### src/rtl/passcode_decoder.sv
// Passcode symbol decoder: maps 5-bit symbols to BCD digits, assembles DIGITS-digit
// frames and hands them downstream over a valid/ready handshake.
module passcode_decoder #(
  parameter int DIGITS  = 4,
  parameter int TIMEOUT = 0
) (
  input  logic                         clk,
  input  logic                         rst_n,
  input  logic                         clear,
  input  logic [4:0]                   code_in,
  input  logic                         code_valid,
  output logic                         code_ready,
  output logic [4*DIGITS-1:0]          digits_out,
  output logic                         out_valid,
  input  logic                         out_ready,
  output logic [$clog2(DIGITS+1)-1:0]  digit_cnt,
  output logic                         err,
  output logic                         timeout
);

  localparam int CW = $clog2(DIGITS + 1);
  localparam int TW = (TIMEOUT > 0) ? $clog2(TIMEOUT + 1) : 1;
  localparam logic [TW-1:0] TLAST = (TIMEOUT > 0) ? TW'(TIMEOUT - 1) : '0;

  typedef enum logic [1:0] {IDLE, COLLECT, DONE} state_t;

  state_t              state_q, state_d;
  logic [4*DIGITS-1:0] data_q, data_d;
  logic [CW-1:0]       cnt_q, cnt_d;
  logic [TW-1:0]       idle_q, idle_d;
  logic                err_q, err_d;
  logic                to_q, to_d;

  logic                accept;
  logic                legal;
  logic [3:0]          digit;
  logic [CW-1:0]       cnt_inc;
  logic [4*DIGITS-1:0] digit_ext;

  // Returns {legal, digit}
  function automatic logic [4:0] decode(input logic [4:0] code);
    case (code)
      5'b00000: decode = {1'b1, 4'd0};
      5'b00001: decode = {1'b1, 4'd1};
      5'b10001: decode = {1'b1, 4'd2};
      5'b10010: decode = {1'b1, 4'd3};
      5'b01010: decode = {1'b1, 4'd4};
      5'b01011: decode = {1'b1, 4'd5};
      5'b11011: decode = {1'b1, 4'd6};
      5'b11111: decode = {1'b1, 4'd7};
      5'b01111: decode = {1'b1, 4'd8};
      5'b01110: decode = {1'b1, 4'd9};
      default:  decode = 5'b0_0000;
    endcase
  endfunction

  assign {legal, digit} = decode(code_in);
  assign code_ready     = (state_q != DONE) && !clear;
  assign accept         = code_valid && code_ready;
  assign cnt_inc        = cnt_q + CW'(1);

  always_comb begin
    digit_ext      = '0;
    digit_ext[3:0] = digit;
  end

  always_comb begin
    state_d = state_q;
    data_d  = data_q;
    cnt_d   = cnt_q;
    idle_d  = idle_q;
    err_d   = 1'b0;
    to_d    = 1'b0;
    if (clear) begin
      state_d = IDLE;
      data_d  = '0;
      cnt_d   = '0;
      idle_d  = '0;
    end else begin
      case (state_q)
        IDLE, COLLECT: begin
          if (accept) begin
            idle_d = '0;
            if (legal) begin
              data_d  = (data_q << 4) | digit_ext;
              cnt_d   = cnt_inc;
              state_d = (cnt_inc == CW'(DIGITS)) ? DONE : COLLECT;
            end else begin
              err_d   = 1'b1;
              data_d  = '0;
              cnt_d   = '0;
              state_d = IDLE;
            end
          end else if (state_q == COLLECT && TIMEOUT > 0) begin
            // An accept on the terminal cycle takes the branch above, so it wins.
            if (idle_q == TLAST) begin
              to_d    = 1'b1;
              data_d  = '0;
              cnt_d   = '0;
              idle_d  = '0;
              state_d = IDLE;
            end else begin
              idle_d = idle_q + TW'(1);
            end
          end
        end
        DONE: begin
          if (out_ready) begin
            state_d = IDLE;
            data_d  = '0;
            cnt_d   = '0;
            idle_d  = '0;
          end
        end
        default: begin
          state_d = IDLE;
          data_d  = '0;
          cnt_d   = '0;
          idle_d  = '0;
        end
      endcase
    end
  end

  always_ff @(posedge clk or negedge rst_n) begin
    if (!rst_n) begin
      state_q <= IDLE;
      data_q  <= '0;
      cnt_q   <= '0;
      idle_q  <= '0;
      err_q   <= 1'b0;
      to_q    <= 1'b0;
    end else begin
      state_q <= state_d;
      data_q  <= data_d;
      cnt_q   <= cnt_d;
      idle_q  <= idle_d;
      err_q   <= err_d;
      to_q    <= to_d;
    end
  end

  // out_valid decodes state directly so an async reset drops it without a clock
  assign out_valid  = (state_q == DONE);
  assign digits_out = data_q;
  assign digit_cnt  = cnt_q;
  assign err        = err_q;
  assign timeout    = to_q;

endmodule

### config.mk
export PLATFORM = sky130hd
export DESIGN_NAME = passcode_decoder
export DESIGN_NICKNAME = d
export VERILOG_FILES = /design/src/rtl/passcode_decoder.sv
export SDC_FILE = /design/constraint.sdc
export NUM_CORES = 1
export LEC_CHECK = 0
export ABC_CLOCK_PERIOD_IN_PS = 2300
export CAP_MARGIN = 0
export CORE_MARGIN = 4
export CORE_UTILIZATION = 49
export DETAILED_ROUTE_END_ITERATION = 16
export GPL_TIMING_DRIVEN = 1
export HOLD_SLACK_MARGIN = 0.06
export PLACE_DENSITY = 0.83
export SLEW_MARGIN = 40
export SYNTH_ARGS = -nofsm -noshare
export SYNTH_HDL_FRONTEND = slang
export SYNTH_SLANG_ARGS = --single-unit
### constraint.sdc
create_clock -name clk -period 2.3 [get_ports clk]
set_input_delay 0.69 -clock clk [delete_from_list [all_inputs] [get_ports clk]]
set_output_delay 0.69 -clock clk [all_outputs]
set_load 0.05 [all_outputs]
Yosys cells after proc, flatten, opt, wreduce, memory -nomap -nowiden
Memories as Yosys holds them, arrays and structs flattened.
Index checks and enable logic that the tools add are counted.
Word-level totals
  memories: 1
  logic and storage cells: 39
  output and inout port bits: 23
  bits in read-only memories: 160
  input port bits: 10
  register bits after elaboration: 22
Operators by class
  eq/ne operators: 6
  add/subtract/negate cells: 1
  bitwise gates (word level): 1
  reductions and logical operators: 6
  muxes and demuxes: 20
Memories
  (no name shown): depth 32, bits a word 5, read ports 1, clocked after Yosys merged registers in 0, wr ports 0, RTL line 42  | case (code)
Operator list (count)
  2-to-1 mux 16 bit: 4
  one-hot mux 16 bit (2 select lines): 1
  bitwise OR 16 x 4 -> 16 bit: 1
  2-to-1 mux 3 bit: 4
  2-to-1 mux 2 bit: 5
  one-hot mux 3 bit (2 select lines): 1
  2-to-1 mux 1 bit: 4
  one-hot mux 2 bit (2 select lines): 1
  adder 3 x 1 -> 3 bit, second input constant: 1
  == test 3 bit, second input constant: 1
  != test 3 x 2 -> 1 bit, second input constant: 1
  != test 3 bit, second input constant: 1
  == test 2 x 1 -> 1 bit, second input constant: 1
  == test 2 bit, second input constant: 1
  logical AND 1 bit: 2
  logical NOT 2 bit: 1
  != test 2 bit, second input constant: 1
  AND reduction 2 bit: 1
  OR reduction 2 bit: 1
  logical NOT 1 bit: 1

Logic depth before layout (Yosys ltp)
Gate-level depths: netlist of the first run.
  depth after elaboration: 7
  depth in mapped cells: 7
  mapped depth without buffers: 6

Worst setup path after synthesis of the first run
OpenSTA, ideal clock, no wires.
  path type: register to output
  start point: reg state_q[1]
  end point: out code_ready
  cell stages (with the launch flop): 4
  required time: 1.610 ns
  path buffers: 0
  arrival time: 1.428 ns
  setup slack: 0.182 ns
  path through: dfrtp_1 -> nand2b_1 -> inv_1 -> nor2_1
Between the ends
  longest elaborated chain between the ends: 2
RTL lines
  from (decl): RTL line 27  | state_t state_q, state_d;
  from (signal assigned): RTL line 134  | state_q <= state_d;
  != test 2 bit: RTL line 58  | assign code_ready = (state_q != DONE) && !clear;
  logical AND 1 bit: RTL line 58
  to (decl): RTL line 12  | output logic code_ready,
No other way between the ends.

Worst setup path in the final report of the first run
  start point: reg data_q[0], in the netlist digits_out[0]
  end point: out digits_out[0]
RTL lines
  from (decl): RTL line 28  | logic [4*DIGITS-1:0] data_q, data_d;
  from (signal assigned): RTL line 135  | data_q <= data_d;
  to (decl): RTL line 13  | output logic [4*DIGITS-1:0] digits_out,
No word-level cell between the ends.

==> impl_metrics.toml, run 1 <==
[status]
status = "finished clean"

[run]
max_cap_violations = 0

[clocking]
cts_sinks = 22
clock-root-buffer = "clkbuf_4"
worst_setup_hold_path_clk_slew_ns = 0.12
num_cts_buffers = 3
cts.hold.buffers_added = 0
postCtsSetupBuffers = 0
tritoncts = "done"
worstSkewPairLatency_ns = 0.31
cts.path.max_buffers = 2
cts.htree.levels = 1

[power]
max-vdd-ir-drop_mv = 0.465
p_clk_share_pct = 36.0
switchingPower_mw = 0.198
seq_power_share_pct = 48.2
power.density_nw_per_um2 = 536
fin_total_pwr_mw = 0.821
internal_power_mw = 0.623
cell_leakage_power_nw = 0.743
combPwrFrac_pct = 15.8
switch_share_pct = 24.1

[worst_setup_path]
cpLargestDelayFamily = "buffers and inverters"
cp_max_fo = 3
worst_setup_path_startpoint = "digits_out[0]"
timing.critical_path.slowest_stage_cell = "clkdlybuf4s50_1"
cp-start-kind = "register"
regToRegEndpoint = "state_q[0]"
worst-setup-path-type = "reg2out"
maximum_cell_stage_delay_along_the_critical_path_ns = 0.82
worst-endpoint-arrival_ns = 1.53
crit_path_cell_trace = "clkdlybuf4s50_1"
worstPathBufferInverterCount = 1
r2r_cells = 5
worstSetupEndpointType = "output port"
critPathCapture = "digits_out[0]"
reg2reg_setup_slack_ns = 0.83
crit_cells = 1
rr_startpoint = "digit_cnt[0]"
critical_path_required_ns = 1.61

[sta]
clock.fmax_mhz = 450
worst-slew-pin-transition_ns = 0.509
grt_setup_unrepaired = "no"
finalHoldWorstSlack_ns = 0.503
slew-limit-headroom_pct = 66.0
fin_crit_sh_pct = 96.6
final.setup.worst_slack_ns = 0.0780
final_period_minus_worst_setup_slack_ns = 2.22
finalMaxSlewViolations = 0
hold_viol = 0
totalNegativeSetupSlack_ns = 0
finClkSkew_ns = 0.00228
setup_viol = 0

[routing]
drt_iter0_markers = 7
final_antenna_net_count = 0
drc = 0
vias = 902
met2WireLength_mm = 1.19
m1WireLength_um = 998
met3RoutedLength_um = 156
first_pass_iters = 4
post_drt_via_cell_ratio = 5.71
routed.top_layer = "met4"
wirelength_mm = 2.42
route.detailed.wl_per_inst_um = 15.3

[floorplan]
floorplan.initialDensity_pct = 53.2
die-height_um = 54.8
chipWidth_um = 54.8
std_cell_rows = 16
io_pins = 33
floorplan.die_area_um2 = 3010
fp.coreArea_um2 = 2020

[final_layout]
finalNetCount = 147
num_antenna_cells = 0
layout_overhead_on_the_synthesized_area_pct = 42.5
most_frequent_standard_cell_in_the_layout_excluding_fill_and_tap_cells = "clkdlybuf4s50_1"
layout_common_cells = "26 x clkdlybuf4s50_1, 22 x dfrtp_1, 10 x a22o_1, 10 x buf_4, 6 x nand2_1"
fraction_of_layout_instances_using_a_drive_strength_above_1_pct = 20.6

[logic_synthesis]
synth.cell_area_um2 = 1070
synth.top_cell.area_share_pct = 51.2
synth.avg_cell_area_um2 = 11.9
netlist_instances = 90
yosys-top-cells-area = "dfrtp_1 51%, a22o_1 8.1%, ha_1 5.8%"
yosys.cell_types.count = 31
synth-seq-area-share_pct = 51.2
yosys.area.top_type = "dfrtp_1"
synth-warning-count = 0
synth.net_count = 105
yosys_register_bits = 22

[place]
preCtsSetupSlack_ns = -0.358
gp_congestion = 0.873
sum_of_net_half_perimeters_after_detailed_placement_mm = 1.71
io_buffers = 31

[global_route]
grt_overflow = 0
grt.total_usage_pct = 17.6
grt_antenna_before_repair = 0
grt_start_max_net_pins = 23
first_global_vias = 846
grt_pass1_wl_mm = 3.70

[hold_path]
timing.hold.worst.start = "state_q[1]"
hold_path.class = "reg2reg"
==> worst min path at each step <==
stage                endpoint  slack (ns)  cells after the start
2_1_floorplan    digit_cnt[0]        0.39                      0
3_3_place_gp       state_q[0]        0.47                      1
3_5_place_dp       state_q[0]        0.47                      1
4_1_cts            state_q[0]        0.50                      1
5_1_grt        digits_out[14]        0.53                      1
6_report           state_q[0]        0.50                      1
==> cell usage after synthesis, drive strengths merged <==
master and count:
a21oi 2, a22o 14, a31oi 1, a32o 3, a32oi 1, and2 1
buf 5, conb 1, dfrtp 22, ha 5, inv 3, mux2 1
mux2i 1, nand2 6, nand2b 1, nand4 1, nor2 5, nor2b 3
nor3 1, o21ai 2, o22a 1, o2bb2ai 2, o31ai 2, o32ai 2
or3 3, or3b 1
==> routing by layer <==
| layer | up-vias | GRT usage (%) |
|---|---|---|
| li1 | 423 | - |
| met1 | 438 | 21.0 |
| met2 | 34 | 28.1 |
| met3 | 7 | 5.18 |
| met4 | 0 | 9.96 |
| met5 | - | 0 |
==> metrics by stage <==
step / instance area (um^2) / utilization (%) / cells
finish: 1530 / 75.7 / 158
global route: 1530 / 75.7 / 158
CTS: 1530 / 75.5 / 158
detailed placement: 1460 / 72.2 / 154
global placement: 1460 / 72.2 / 154
floorplan: 1070 / - / 90
==> power groups by stage <==
| stage | Sequential, mW | Combinational [mW] | Clock (mW) |
|---|---|---|---|
| after floorplan | 0.417 | 0.0550 | 0 |
| after global placement | 0.403 | 0.123 | 0 |
| after detailed placement | 0.403 | 0.125 | 0 |
| after CTS | 0.396 | 0.130 | 0.303 |
| after global routing | 0.396 | 0.138 | 0.324 |
| final | 0.396 | 0.129 | 0.296 |
==> logic make-up (layout without fill, tap and decap cells) <==
logic type	count (synthesis)	in the layout	share of synthesized area, %
AOI/OAI and AO/OA	30	30	23.5
adders and majority gates	5	5	5.82
buffers and inverters	8	49	5.59
DFF	22	22	51.2
muxes	2	2	1.98
other	1	1	0.349
and+or+nand+nor	22	22	11.5
==> registers in the layout, summed over array words and instances (netlist names) <==
register    flops
err             1
digits_out     16
digit_cnt       3
state_q         2
==> repair_timing <==
action	in CTS	in global routing
pin swaps	5	4
endpoints found under the hold margin	0	0
endpoints found under the setup margin	16	4
gates resized for setup	4	2
==> layout make-up <==
| class | instances | area (um^2) |
|---|---|---|
| clock buffers | 3 | 22.5 |
| flip-flops and latches | 22 | 551 |
| inverters | 3 | 11.3 |
| clock inverters | 1 | 30.0 |
| fillers | 143 | 490 |
| multi-input cells | 60 | 472 |
| repair buffers | 42 | 412 |
| well taps | 27 | 33.8 |
Note: power is estimated with default switching activity, not from simulation.
==> run 2: changes to the inputs <==
Settings changed: CORE_UTILIZATION 49 to 50, DONT_BUFFER_PORTS set to 1, PLACE_DENSITY 0.83 to unset.
==> impl_metrics.toml, run 2 (synthesis results as in run 1) <==
[final_layout]
max_reg_flops = 16
num_antenna_cells = 0
layout_common_cells = "22 x dfrtp_1, 10 x a22o_1, 6 x nand2_1, 5 x ha_1, 5 x buf_4"
most_frequent_standard_cell_in_the_layout_excluding_fill_and_tap_cells = "dfrtp_1"
num-fill-cells = 174
stdcell_count = 122
fraction_of_layout_instances_using_a_drive_strength_above_1_pct = 20.0
finalNetCount = 112
post-route-util_pct = 57.9
layout_overhead_on_the_synthesized_area_pct = 7.92

[sta]
clock.fmax_mhz = 536
totalNegativeSetupSlack_ns = 0
finClkSkew_ns = 0.00207
finalHoldWorstSlack_ns = 0.185
grt_setup_unrepaired = "no"
fin_crit_sh_pct = 81.2
slew-limit-headroom_pct = 64.1
finalMaxSlewViolations = 0
setup_viol = 0
hold_viol = 0
worst-slew-pin-transition_ns = 0.538
final_period_minus_worst_setup_slack_ns = 1.87

[clocking]
worstSkewPairLatency_ns = 0.29
cts.path.max_buffers = 2
tritoncts = "done"
ctsResizeCount = 0
worst_setup_hold_path_clk_slew_ns = 0.11
cts.htree.levels = 1
cts_sinks = 22
clock-root-buffer = "clkbuf_4"
num_cts_buffers = 3

[floorplan]
floorplan.initialDensity_pct = 53.7
std_cell_rows = 16
floorplan.die_area_um2 = 2960
io_pins = 33
die-height_um = 54.4
fp.coreArea_um2 = 2000
chipWidth_um = 54.4

[routing]
wirelength_mm = 2.01
first_pass_iters = 4
vias = 740
drt_iter0_markers = 19
drc = 0
route.detailed.wl_per_inst_um = 16.4
post_drt_via_cell_ratio = 6.07
final_antenna_net_count = 0

[power]
cell_leakage_power_nw = 0.560
power.density_nw_per_um2 = 557
max-vdd-ir-drop_mv = 0.237
fin_total_pwr_mw = 0.646

[global_route]
grt_start_max_net_pins = 23
grt_pass1_wl_mm = 3.26
grt.total_usage_pct = 15.4
first_global_vias = 704
grt_overflow = 0
grt_antenna_before_repair = 0

[place]
sum_of_net_half_perimeters_after_detailed_placement_mm = 1.46
gp_congestion = 0.764
io_buffers = 0
place.detailed.instances = 118

[hold_path]
hold_path.class = "in2async"

[run]
max_cap_violations = 0

[worst_setup_path]
cp_max_fo = 4
cp-start-kind = "register"
worst-endpoint-arrival_ns = 1.18
worstSetupEndpointType = "output port"
reg2reg_setup_slack_ns = 0.68
critical_path_required_ns = 1.61
worst-setup-path-type = "reg2out"
r2r_cells = 5

[status]
status = "finished clean"
==> run 2: layout make-up <==
type                            count  area, um^2  area share [%]
Clock buffer                        3        22.5            1.94
Tap cell                           27        33.8            2.91
Inverter                            3        11.3           0.971
Timing Repair Buffer                7        77.6            6.69
Sequential cell                    22         551            47.5
Multi-Input combinational cell     60         464            40.0
==> run 2: per-stage QoR <==
step | cell area [um^2] | worst slack, ns
floorplan | 1070 | 0.182
global placement | 1120 | 0.182
detailed placement | 1120 | 0.167
CTS | 1140 | 0.417
global route | 1160 | 0.344
finish | 1160 | 0.433
==> run 2: worst paths after layout <==
path                            start            end
max                        state_q[1]     code_ready
min                             rst_n  digits_out[5]
max reg2reg                state_q[0]  digits_out[1]
min reg2reg                state_q[1]     state_q[0]
max in group asynchronous       rst_n  digits_out[0]
min in group clk                clear     state_q[0]
==> run 2: layer usage <==
layer / share of wire [%] / track usage (%) / vias to the layer above
li1: - / - / 350
met4: 0.65 / 6.22 / 0
met5: 0 / 0 / -
met2: 45 / 22.7 / 25
met3: 7.7 / 7.08 / 2
met1: 47 / 19.3 / 363
==> run 2: worst max-delay path: stages (launching register included) <==
cell and delay (ns):
dfrtp_1 0.42, nand2b_1 0.12, inv_1 0.06, nor2_1 0.08
buf_4 0.20
==> run 2: timing repair <==
action,CTS,global route
hold buffers,0,1
setup buffers,0,0
hold endpoints to repair,0,22
==> run 2: report_power, final <==
part / total, mW / internal (mW) / leakage [nW] / switching [mW]
registers: 0.404 / 0.392 / 0.305 / 0.0129
clock network: 0.164 / 0.0610 / 0.0138 / 0.103
logic: 0.0772 / 0.0300 / 0.241 / 0.0471
total: 0.646 / 0.483 / 0.560 / 0.163
